## config.mk

```make
export PLATFORM = sky130hd
export DESIGN_NAME = fp_div_arbiter
export DESIGN_NICKNAME = d
export VERILOG_FILES = /design/src/rtl/fp_div_arbiter.sv
export SDC_FILE = /design/constraint.sdc
export NUM_CORES = 1
export LEC_CHECK = 0
export ABC_AREA = 1
export CAP_MARGIN = 40
export CORE_AREA = 2 2 159 161
export CTS_CLUSTER_DIAMETER = 150
export DETAILED_ROUTE_END_ITERATION = 10
export DIE_AREA = 0 0 161 163
export PLACE_DENSITY = 0.74
export REMOVE_ABC_BUFFERS = 1
export SLEW_MARGIN = 10
export SYNTH_ARGS = -nofsm -noshare
export SYNTH_HDL_FRONTEND = slang
export SYNTH_SLANG_ARGS = --single-unit
```

## constraint.sdc

```tcl
create_clock -name aclk -period 6.19 [get_ports aclk]
set_clock_uncertainty 0.15 [all_clocks]
set_input_delay 1.238 -clock aclk [delete_from_list [all_inputs] [get_ports aclk]]
set_output_delay 1.238 -clock aclk [all_outputs]
set_load 0.05 [all_outputs]
```

## src/rtl/fp_div_arbiter.sv

```systemverilog
// Round-robin front end that shares one fully pipelined fpDiv core among NUM_REQ
// requesters and routes each quotient back to its issuer with a tag shift register.
module fp_div_arbiter #(
    parameter int  NUM_REQ     = 4,
    parameter int  DIV_LATENCY = 28,
    localparam int ID_W        = $clog2(NUM_REQ),
    localparam int IF_W        = ID_W + 6
) (
    input  logic                    aclk,
    input  logic                    aresetn,
    input  logic                    issue_en,
    input  logic [NUM_REQ-1:0]      req_valid,
    output logic [NUM_REQ-1:0]      req_ready,
    input  logic [NUM_REQ*32-1:0]   req_a,
    input  logic [NUM_REQ*32-1:0]   req_b,
    output logic [31:0]             div_a,
    output logic [31:0]             div_b,
    input  logic [31:0]             div_result,
    output logic [NUM_REQ-1:0]      rsp_valid,
    output logic [31:0]             rsp_data,
    output logic [IF_W-1:0]         inflight,
    output logic                    busy
);

    logic [ID_W-1:0]    rr_ptr_q, rr_ptr_d;
    logic [31:0]        div_a_q, div_a_d;
    logic [31:0]        div_b_q, div_b_d;
    logic [DIV_LATENCY:0] tag_vld_q, tag_vld_d;
    logic [ID_W-1:0]    tag_id_q [DIV_LATENCY+1];
    logic [ID_W-1:0]    tag_id_d [DIV_LATENCY+1];
    logic [NUM_REQ-1:0] rsp_valid_q, rsp_valid_d;
    logic [31:0]        rsp_data_q, rsp_data_d;
    logic [IF_W-1:0]    inflight_q, inflight_d;

    logic               found_s;
    logic [ID_W-1:0]    winner_s;
    logic               transfer_s;
    logic               retire_s;
    logic [NUM_REQ-1:0] ready_s;

    // Round-robin scan starting at rr_ptr, wrapping modulo NUM_REQ.
    always_comb begin
        int idx;
        found_s  = 1'b0;
        winner_s = '0;
        idx      = 0;
        for (int k = 0; k < NUM_REQ; k++) begin
            idx = int'(rr_ptr_q) + k;
            if (idx >= NUM_REQ) begin
                idx = idx - NUM_REQ;
            end else begin
                idx = idx;
            end
            if (!found_s && req_valid[idx]) begin
                found_s  = 1'b1;
                winner_s = ID_W'(idx);
            end else begin
                found_s  = found_s;
            end
        end
    end

    // Grant is held off during reset and while issue is disabled (drain).
    always_comb begin
        ready_s    = '0;
        transfer_s = found_s & issue_en & aresetn;
        if (transfer_s) begin
            ready_s[winner_s] = 1'b1;
        end else begin
            ready_s = '0;
        end
    end

    // Next-state: operand capture, tag pipe shift, response steering, occupancy.
    always_comb begin
        rr_ptr_d    = rr_ptr_q;
        div_a_d     = div_a_q;
        div_b_d     = div_b_q;
        rsp_valid_d = '0;
        rsp_data_d  = div_result;
        inflight_d  = inflight_q;
        retire_s    = tag_vld_q[DIV_LATENCY-1];

        if (transfer_s) begin
            div_a_d = req_a[32*int'(winner_s) +: 32];
            div_b_d = req_b[32*int'(winner_s) +: 32];
            if (int'(winner_s) == NUM_REQ - 1) begin
                rr_ptr_d = '0;
            end else begin
                rr_ptr_d = winner_s + ID_W'(1);
            end
        end else begin
            rr_ptr_d = rr_ptr_q;
        end

        tag_vld_d   = {tag_vld_q[DIV_LATENCY-1:0], transfer_s};
        tag_id_d[0] = winner_s;
        for (int s = 1; s <= DIV_LATENCY; s++) begin
            tag_id_d[s] = tag_id_q[s-1];
        end

        // Final stage lines up with the core output for that issue.
        if (tag_vld_q[DIV_LATENCY]) begin
            rsp_valid_d[tag_id_q[DIV_LATENCY]] = 1'b1;
        end else begin
            rsp_valid_d = '0;
        end

        // An op leaves the count once its quotient is on div_result.
        case ({transfer_s, retire_s})
            2'b10:   inflight_d = inflight_q + IF_W'(1);
            2'b01:   inflight_d = inflight_q - IF_W'(1);
            default: inflight_d = inflight_q;
        endcase
    end

    // State registers with synchronous active-low reset.
    always_ff @(posedge aclk) begin
        if (!aresetn) begin
            rr_ptr_q    <= '0;
            div_a_q     <= 32'h0000_0000;
            div_b_q     <= 32'h0000_0000;
            tag_vld_q   <= '0;
            rsp_valid_q <= '0;
            rsp_data_q  <= 32'h0000_0000;
            inflight_q  <= '0;
        end else begin
            rr_ptr_q    <= rr_ptr_d;
            div_a_q     <= div_a_d;
            div_b_q     <= div_b_d;
            tag_vld_q   <= tag_vld_d;
            rsp_valid_q <= rsp_valid_d;
            rsp_data_q  <= rsp_data_d;
            inflight_q  <= inflight_d;
        end
    end

    // Tag ids carry no reset; they are qualified by tag_vld_q.
    always_ff @(posedge aclk) begin
        for (int s = 0; s <= DIV_LATENCY; s++) begin
            tag_id_q[s] <= tag_id_d[s];
        end
    end

    assign req_ready = ready_s;
    assign div_a     = div_a_q;
    assign div_b     = div_b_q;
    assign rsp_valid = rsp_valid_q;
    assign rsp_data  = rsp_data_q;
    assign inflight  = inflight_q;
    assign busy      = (inflight_q != '0) | (|req_valid);

endmodule

```

==> results of run 1 <==
[logic make-up (layout without fill, tap and decap cells)]
group	after synthesis	count (layout)
xor gates and xnor gates	9	9
AOI/OAI and AO/OA	19	19
adders and majority gates	7	7
and+or+nand+nor	871	871
DFF	197	197
buffers and inverters	321	681
[worst min path at each step]
stage,end,depth (start not counted),startpoint
after floorplan,tag_id_q[0][10],0,tag_id_q[0][8]
after global placement,tag_id_q[1][18],0,tag_id_q[1][16]
after detailed placement,tag_id_q[0][19],0,tag_id_q[0][17]
after CTS,tag_id_q[0][13],0,tag_id_q[0][11]
after global routing,tag_id_q[1][3],0,tag_id_q[1][1]
final,tag_id_q[0][13],0,tag_id_q[0][11]
[state kept, by name (all words and copies together) (netlist names)]
name	count
tag_vld_q	29
div_a	32
rr_ptr_q	2
div_b	32
tag_id_q	58
rsp_data	32
inflight	8
rsp_valid	4
[critical path: cells and delay by family]
family,cells,cell delay [ps]
fa+ha+maj,1,150
buf+inv,5,860
simple gates,8,1180
[cell type report]
class                      instances  area (um^2)
multi-input combinational        906         4021
clock buffer                      17        425.4
tap                              330        412.9
inverter                         227        854.6
fill                            2328        10540
clock inverter                    15        217.7
sequential                       197         3944
timing repair buffer             422         4254
[routing by layer]
layer	up-vias	track usage, %	wire length [um]
met1	4514	25.26	11660
met4	0	8.360	887
met3	50	6.213	2405
met2	379	40.11	14850
li1	5043	-	-
met5	-	0	0
[per-stage QoR]
| stage | instance area (um^2) | setup TNS (ps) | worst slack, ps | hold slack, ps | instances |
|---|---|---|---|---|---|
| floorplan | 8782 | -86550 | -2615 | 159.6 | 1330 |
| global placement | 13440 | 0 | 1479 | 161.0 | 2080 |
| detailed placement | 13490 | 0 | 1385 | 162.1 | 2082 |
| CTS | 14130 | 0 | 1372 | 178.5 | 2114 |
| global route | 14130 | 0 | 1183 | 178.8 | 2114 |
| finish | 14130 | 0 | 1365 | 170.5 | 2114 |
[cell usage in the layout, fill, tap and decap left out, drive strengths merged]
cell and instances:
buf 20, nand3 80, clkdlybuf4s50 402, dfxtp 197, o211ai 1, o21a 1
nor2 18, ha 7, a21o 1, a21oi 6, nand4 130, xor2 4
inv 239, o21ai 8, nor3 6, clkbuf 17, clkinv 3, xnor2 5
nand2 637, o22ai 2
[report_power, final]
part / total, W / internal, W / switching, W
clock: 0.00118 / 0.000576 / 0.000600
sequential: 0.00182 / 0.00166 / 0.000163
combinational: 0.00427 / 0.00140 / 0.00288
total: 0.00727 / 0.00364 / 0.00364
==> flow_summary.ini, run 1 <==
[critical_path]
ff2ff_setup_slack_ps = 2490
reg2reg_depth = 16
crit_path_max_incr_delay_ps = 420
crit_end = req_ready[1]
crit_path_start_kind = input pin
reg2reg_to = div_b[7]
crit_required_ps = 4800
cp_max_fo = 27
setup.worst_path.end_class = primary output
cp_cell_sequence = clkdlybuf4s50_1, inv_1, nand2_1, nand3_1, nand2_1, nand2_1, nand2_1, nand2_4, nand3_4, inv_1, ha_1, inv_1, nor2_1, buf_12
timing.rr.start = rr_ptr_q[0]
arrival_ps = 3440
critical_path_class = input pin to primary output
path_common_cell = nand2_1
cp_slowest_cell = clkdlybuf4s50_1
crit_path_start = req_valid[3]

[run]
maxCapViolations = 0

[placement]
port_buffers = 407
place_hpwl_um = 21040
gp_congestion = 0.8981

[finish]
post-route-util_pct = 57.27
nNetsFinal = 2073
area_growth_pct = 53.04
num_antenna_cells = 0
layout-drive-gt1-share_pct = 3.587

[global_route]
grt.total_usage_pct = 22.34
grt_max_degree = 79
grt_pass1_wl_um = 47110
grt_overflow_total = 0
antenna_found_initial = 0
grt_pass1_vias = 9309

[die]
ios = 408
die-width_um = 161
initial_core_util_pct = 37.42
coreArea_mm2 = 0.02467
dieArea_mm2 = 0.02624
rows = 58
die_y_um = 163

[logic_synthesis]
post_synth_inst_count = 1424
synthAdderAreaFrac_pct = 0.9486
synth-xor-area-share_pct = 0.8538
synthFlopType = dfxtp_1
synth_mux_area_share_pct = 0
synth_compound_area_share_pct = 1.138
syn-cell-area_mm2 = 0.009233
yosys.area_share.simple_pct = 40.21
synth_edf_count = 0
yosys_warnings = 0
yosysMostFrequentCell = nand2_1
synth_top_family_by_area = simple AND/OR/NAND/NOR gates
yosys.area.top_type = dfxtp_1
avgSynthCellArea_um2 = 6.484
seq_area_frac_synth_pct = 42.72
synth.area.top_cells = dfxtp_1 (43%), nand2_1 (26%), inv_1 (9.0%), nand4_1 (8.8%), nand3_1 (4.3%)
ys_async_sr_fraction_pct = 0
yosys.area.top_type_share_pct = 42.72
synth.distinct_cells = 26
synth_common_cells = nand2_1 (636), inv_1 (222), dfxtp_1 (197), nand4_1 (130), nand3_1 (79)
synth-seq-cells = 197

[clock_network]
hold_buffers = 0
clk_pin_slew_ps = 90
cts_htree_levels = 4
cts_tree = done
clock_latency_ps = 430
post_cts_buffers = 0
cts_buffers = 17
root_buffer = clkbuf_16
numClockSinks = 197
cts_resized = 0
clockBufferDepth = 2

[drt]
viasPerCell = 4.724
drt-initial-drc-count = 467
wirelength_um = 29800
drcViolationCount = 0
dr.pass1.iters = 5
ant_nets = 0
route.vias.total = 9986
wl_per_cell_um = 14.10

[sta]
timing.final.crit_period_ps = 4825
hold_violations = 0
clock.fmax_mhz = 207.2
setup_viol = 0
rsz0062_at_grt = no
min_period_over_period_pct = 77.95
slew_headroom_pct = 45.43
slew_viol_final = 0
tightest_slew_ps = 818.6

[power_and_ir_drop]
power_w = 0.007274
power_density_mw_per_mm2 = 514.8
p_leak_nw = 7.318
ir_drop_v = 0.0003461

[hold_path]
hp-class = register to register

[outcome]
status = finished clean
Power figures use the tool's default switching activity.
==> run 2: changes to the inputs <==
--- a/config.mk
+++ b/config.mk
@@ -7,11 +7,10 @@
 export LEC_CHECK = 0
 export ABC_AREA = 1
 export CAP_MARGIN = 40
-export CORE_AREA = 2 2 159 161
+export CORE_UTILIZATION = 38
 export CTS_CLUSTER_DIAMETER = 150
 export DETAILED_ROUTE_END_ITERATION = 10
-export DIE_AREA = 0 0 161 163
-export PLACE_DENSITY = 0.74
+export PLACE_DENSITY = 0.78
 export REMOVE_ABC_BUFFERS = 1
 export SLEW_MARGIN = 10
 export SYNTH_ARGS = -nofsm -noshare
==> constraint.sdc (replaced) <==
create_clock -name aclk -period 4 [get_ports aclk]
set_clock_uncertainty 0.15 [all_clocks]
set_input_delay 0.8 -clock aclk [delete_from_list [all_inputs] [get_ports aclk]]
set_output_delay 0.8 -clock aclk [all_outputs]
set_load 0.05 [all_outputs]
==> flow_summary.ini, run 2 (synthesis results as in run 1) <==
[outcome]
status = finished clean

[critical_path]
critical_path_class = input pin to primary output
path_common_cell = nand2_1
cp_slowest_cell = clkdlybuf4s50_1
crit_path_start_kind = input pin
crit_end = req_ready[3]
crit_path_max_incr_delay_ps = 420
cp.depth = 14
ff2ff_setup_slack_ps = 1190
path_buf_inv = 5
timing.rr.start = rr_ptr_q[0]
reg2reg_to = div_b[8]
arrival_ps = 2740
crit_family = simple AND/OR/NAND/NOR gates
crit_required_ps = 3050
cp_cell_sequence = clkdlybuf4s50_1, inv_1, nand2_1, nand3_1, nand2_1, nand2_1, nand2_1, nand2_4, nand3_4, inv_1, ha_1, inv_1, nor2_1, buf_12
crit_path_start = req_valid[3]
cp_max_fo = 5
setup.worst_path.end_class = primary output
reg2reg_depth = 15

[power_and_ir_drop]
power_density_mw_per_mm2 = 787.1
ir_drop_v = 0.0008869
p_leak_nw = 7.296
power_w = 0.01108

[drt]
drcViolationCount = 0
drt-initial-drc-count = 595
wl_per_cell_um = 13.80
viasPerCell = 4.734
route.vias.total = 9961
wirelength_um = 29040
ant_nets = 0
dr.pass1.iters = 5

[sta]
min_period_over_period_pct = 92.30
slew_headroom_pct = 46.65
tightest_slew_ps = 800.2
timing.final.crit_period_ps = 3692
slew_viol_final = 0
setup_viol = 0
clock.fmax_mhz = 270.8
hold_violations = 0
tns_ps = 0
rsz0062_at_grt = no

[clock_network]
hold_buffers = 0
post_cts_buffers = 0
cts_buffers = 17
clock_latency_ps = 430
cts_htree_levels = 4
root_buffer = clkbuf_16
clockBufferDepth = 2
clk_pin_slew_ps = 80
numClockSinks = 197
cts_resized = 0
cts_tree = done

[placement]
gp_congestion = 0.8540
place_inst = 2072
port_buffers = 407
place_hpwl_um = 20330
place_area_mm2 = 0.01349

[die]
ios = 408
rows = 56
die-width_um = 157.9
coreArea_mm2 = 0.02368
die_y_um = 157.9
dieArea_mm2 = 0.02492
initial_core_util_pct = 38.98

[global_route]
antenna_found_initial = 0
grt_max_degree = 129
grt.total_usage_pct = 22.73
grt_pass1_vias = 9129
grt_overflow_total = 0
grt_pass1_wl_um = 44490

[finish]
final_area_mm2 = 0.01407
nNetsFinal = 2074
post-route-util_pct = 59.42
layoutNonFillerInstCount = 2104
largest_reg_flops = 58
regMostFlops = tag_id_q
layout_common_cells = nand2_1 (634), clkdlybuf4s50_1 (402), inv_1 (222), dfxtp_1 (197), nand4_1 (130)
layout-drive-gt1-share_pct = 3.585
num_antenna_cells = 0
final_common_cell = nand2_1
area_growth_pct = 52.42

[hold_path]
hp-class = register to register

[run]
maxCapViolations = 0
==> run 2: cell types whose count changed in the layout (fill, tap and decap cells not counted), sizes merged <==
cell      previous run  this run
inv                239       233
clkinvlp             0         1
clkinv               3         7
buf                 20        21
clkbuf              17        18
==> run 2: how the worst min path moves through the flow <==
stage | from | endpoint | cells after the start
after floorplan | tag_id_q[0][8] | tag_id_q[0][10] | 0
after global placement | tag_id_q[1][22] | tag_id_q[1][24] | 0
after detailed placement | tag_id_q[0][22] | tag_id_q[0][24] | 0
after CTS | tag_id_q[0][18] | tag_id_q[0][20] | 0
after global routing | tag_id_q[0][24] | tag_id_q[0][26] | 0
final | tag_id_q[0][13] | tag_id_q[0][15] | 0
==> run 2: worst reg2reg max path, stage by stage (launching register included) <==
cell	delay [ps]
dfxtp_1	610
inv_4	140
nand2_1	100
nand2_1	100
nand2_1	80
nand2_1	70
nor2_2	130
nand3_1	80
nand3_1	90
nand2_2	100
inv_2	90
buf_4	600
nand2_1	170
nand2_1	130
nand2_1	60
nand2_1	70
==> run 2: metal layers <==
| layer | wire length (um) | global-route usage (%) |
|---|---|---|
| met1 | 11040 | 24.22 |
| met2 | 14500 | 40.86 |
| met4 | 1058 | 10.45 |
| met5 | 0 | 0 |
| met3 | 2445 | 6.926 |
==> run 2: metrics by stage <==
step                      hold WS (ps)  worst slack [ps]
after floorplan                  159.6             -3929
after global placement           160.9             377.6
after detailed placement         162.1             294.9
after CTS                        173.7             296.5
after global routing             175.8             109.5
final                            173.8             307.9
==> run 2: cell type report <==
cell class / count / area [um^2]
clock buffer: 18 / 429.2
sequential: 197 / 3944
timing repair buffer: 423 / 4267
inverter: 227 / 854.6
fill: 2204 / 9610
tap: 319 / 399.1
multi-input combinational: 906 / 4021
clock inverter: 14 / 157.7
==> run 2: power breakdown <==
| group | switching [W] | leakage (nW) | internal (W) |
|---|---|---|---|
| sequential | 0.000259 | 1.63 | 0.00257 |
| clock | 0.000822 | 0.282 | 0.000839 |
| combinational | 0.00443 | 5.39 | 0.00216 |
==> run 3: changes to the inputs <==
--- a/config.mk
+++ b/config.mk
@@ -7,10 +7,11 @@
 export LEC_CHECK = 0
 export ABC_AREA = 1
 export CAP_MARGIN = 40
-export CORE_UTILIZATION = 38
+export CORE_AREA = 2 2 159 161
 export CTS_CLUSTER_DIAMETER = 150
 export DETAILED_ROUTE_END_ITERATION = 10
-export PLACE_DENSITY = 0.78
+export DIE_AREA = 0 0 161 163
+export PLACE_DENSITY = 0.74
 export REMOVE_ABC_BUFFERS = 1
 export SLEW_MARGIN = 10
 export SYNTH_ARGS = -nofsm -noshare
==> constraint.sdc (replaced) <==
create_clock -name aclk -period 3.6 [get_ports aclk]
set_clock_uncertainty 0.15 [all_clocks]
set_input_delay 0.72 -clock aclk [delete_from_list [all_inputs] [get_ports aclk]]
set_output_delay 0.72 -clock aclk [all_outputs]
set_load 0.05 [all_outputs]
==> flow_summary.ini, run 3 (synthesis results as in run 1) <==
[outcome]
status = finished clean

[critical_path]
crit_path_start = req_valid[3]
cp_slowest_cell = clkdlybuf4s50_1
cp_cell_sequence = clkdlybuf4s50_1, inv_1, nand2_1, nand3_1, nand2_1, nand2_1, nand2_1, nand2_4, nand3_4, inv_1, ha_1, inv_1, nor2_2, buf_12
crit_required_ps = 2730
setup.worst_path.end_class = primary output
critical_path_class = input pin to primary output
crit_path_start_kind = input pin
crit_path_max_incr_delay_ps = 420
path_common_cell = nand2_1
arrival_ps = 2580
cp_max_fo = 6
timing.rr.start = rr_ptr_q[0]

[drt]
drt-initial-drc-count = 461
wirelength_um = 29850
ant_nets = 0
drcViolationCount = 0
viasPerCell = 4.660
dr.pass1.iters = 5
wl_per_cell_um = 14.11
route.vias.total = 9855

[sta]
rsz0062_at_grt = no
min_period_over_period_pct = 95.79
hold_violations = 0
setup_viol = 0
clock.fmax_mhz = 290.0
tns_ps = 0
layout_setup_ws_ps = 151.6
slew_headroom_pct = 38.78
slew_viol_final = 0
tightest_slew_ps = 918.2
timing.final.crit_period_ps = 3448

[finish]
largest_reg_flops = 58
layout-drive-gt1-share_pct = 3.924
nNetsFinal = 2073
layout_common_cells = nand2_1 (634), clkdlybuf4s50_1 (401), inv_1 (222), dfxtp_1 (196), nand4_1 (130)
post-route-util_pct = 57.19
final-seq-area_mm2 = 0.003945
regMostFlops = tag_id_q
multi_input_area_mm2 = 0.004039
fillerInstances = 2345
final_common_cell = nand2_1
area_growth_pct = 52.84

[placement]
place_hpwl_um = 20480
port_buffers = 407
dp_slack_ps = 65.29
gp_congestion = 0.9277

[global_route]
grt.total_usage_pct = 22.06
grt_pass1_wl_um = 46260
grt_max_degree = 129
antenna_found_initial = 1
grt_overflow_total = 0
grt_pass1_vias = 9269

[die]
coreArea_mm2 = 0.02467
die_y_um = 163
initial_core_util_pct = 37.42
die-width_um = 161
rows = 58
ios = 408
dieArea_mm2 = 0.02624

[clock_network]
clk_pin_slew_ps = 80
cts_htree_levels = 4
hold_buffers = 0
cts_buffers = 17
root_buffer = clkbuf_16
numClockSinks = 197
post_cts_buffers = 0
clock_latency_ps = 430
cts_tree = done
clockBufferDepth = 2

[run]
maxCapViolations = 0

[hold_path]
hp-class = register to register
min_from = tag_id_q[1][7]

[power_and_ir_drop]
p_leak_nw = 7.308
ir_drop_v = 0.0007942
power_density_mw_per_mm2 = 879.9
-- run 3: worst paths after layout --
check / endpoint / slack (ps) / cells after the start
setup / recovery: req_ready[1] / 150 / 14
hold / removal: tag_id_q[1][9] / 170 / 0
setup reg to reg: div_a[21] / 880 / 15
hold reg to reg: tag_id_q[1][9] / 170 / 0
-- run 3: area by class of cell --
type	count	area share, %
clock buffers	17	3.015
multi-input cells	906	28.62
clock inverters	15	1.330
flip-flops and latches	197	27.96
repair buffers	422	30.08
diodes	1	0.01773
well taps	330	2.926
inverters	227	6.056
-- run 3: per-layer routing --
layer | track usage, % | share of wire [%] | vias to the layer above
met4 | 9.294 | 3.1 | 0
met1 | 24.31 | 39 | 4391
met5 | 0 | 0 | -
li1 | - | - | 5052
met3 | 7.410 | 8.6 | 55
met2 | 38.92 | 49 | 357
-- run 3: where the power goes --
group	switching (W)	internal [W]
Combinational	0.00495	0.00238
Sequential	0.000283	0.00286
Clock	0.000981	0.000962
Total	0.00622	0.00620
-- run 3: repair_timing --
action                                 4_1_cts  5_1_grt
setup endpoints to repair                    0        3
resized for setup                            0        6
endpoints found under the hold margin        0        0
-- run 3: through the flow --
| stage | cells | area, um^2 | hold slack, ps | power (W) |
|---|---|---|---|---|
| final | 2115 | 14110 | 172.0 | 0.01242 |
| after global routing | 2115 | 14110 | 174.6 | 0.01339 |
| after CTS | 2114 | 14090 | 175.1 | 0.01251 |
| after detailed placement | 2082 | 13480 | 162.1 | 0.01051 |
| after global placement | 2082 | 13480 | 161.1 | 0.01045 |
| after floorplan | 1330 | 8782 | 159.6 | 0.007457 |
-- run 3: critical path, delay by kind of cell --
family	cells	cell delay [ps]
buf+inv	5	840
fa+ha+maj	1	160
simple gates	8	860
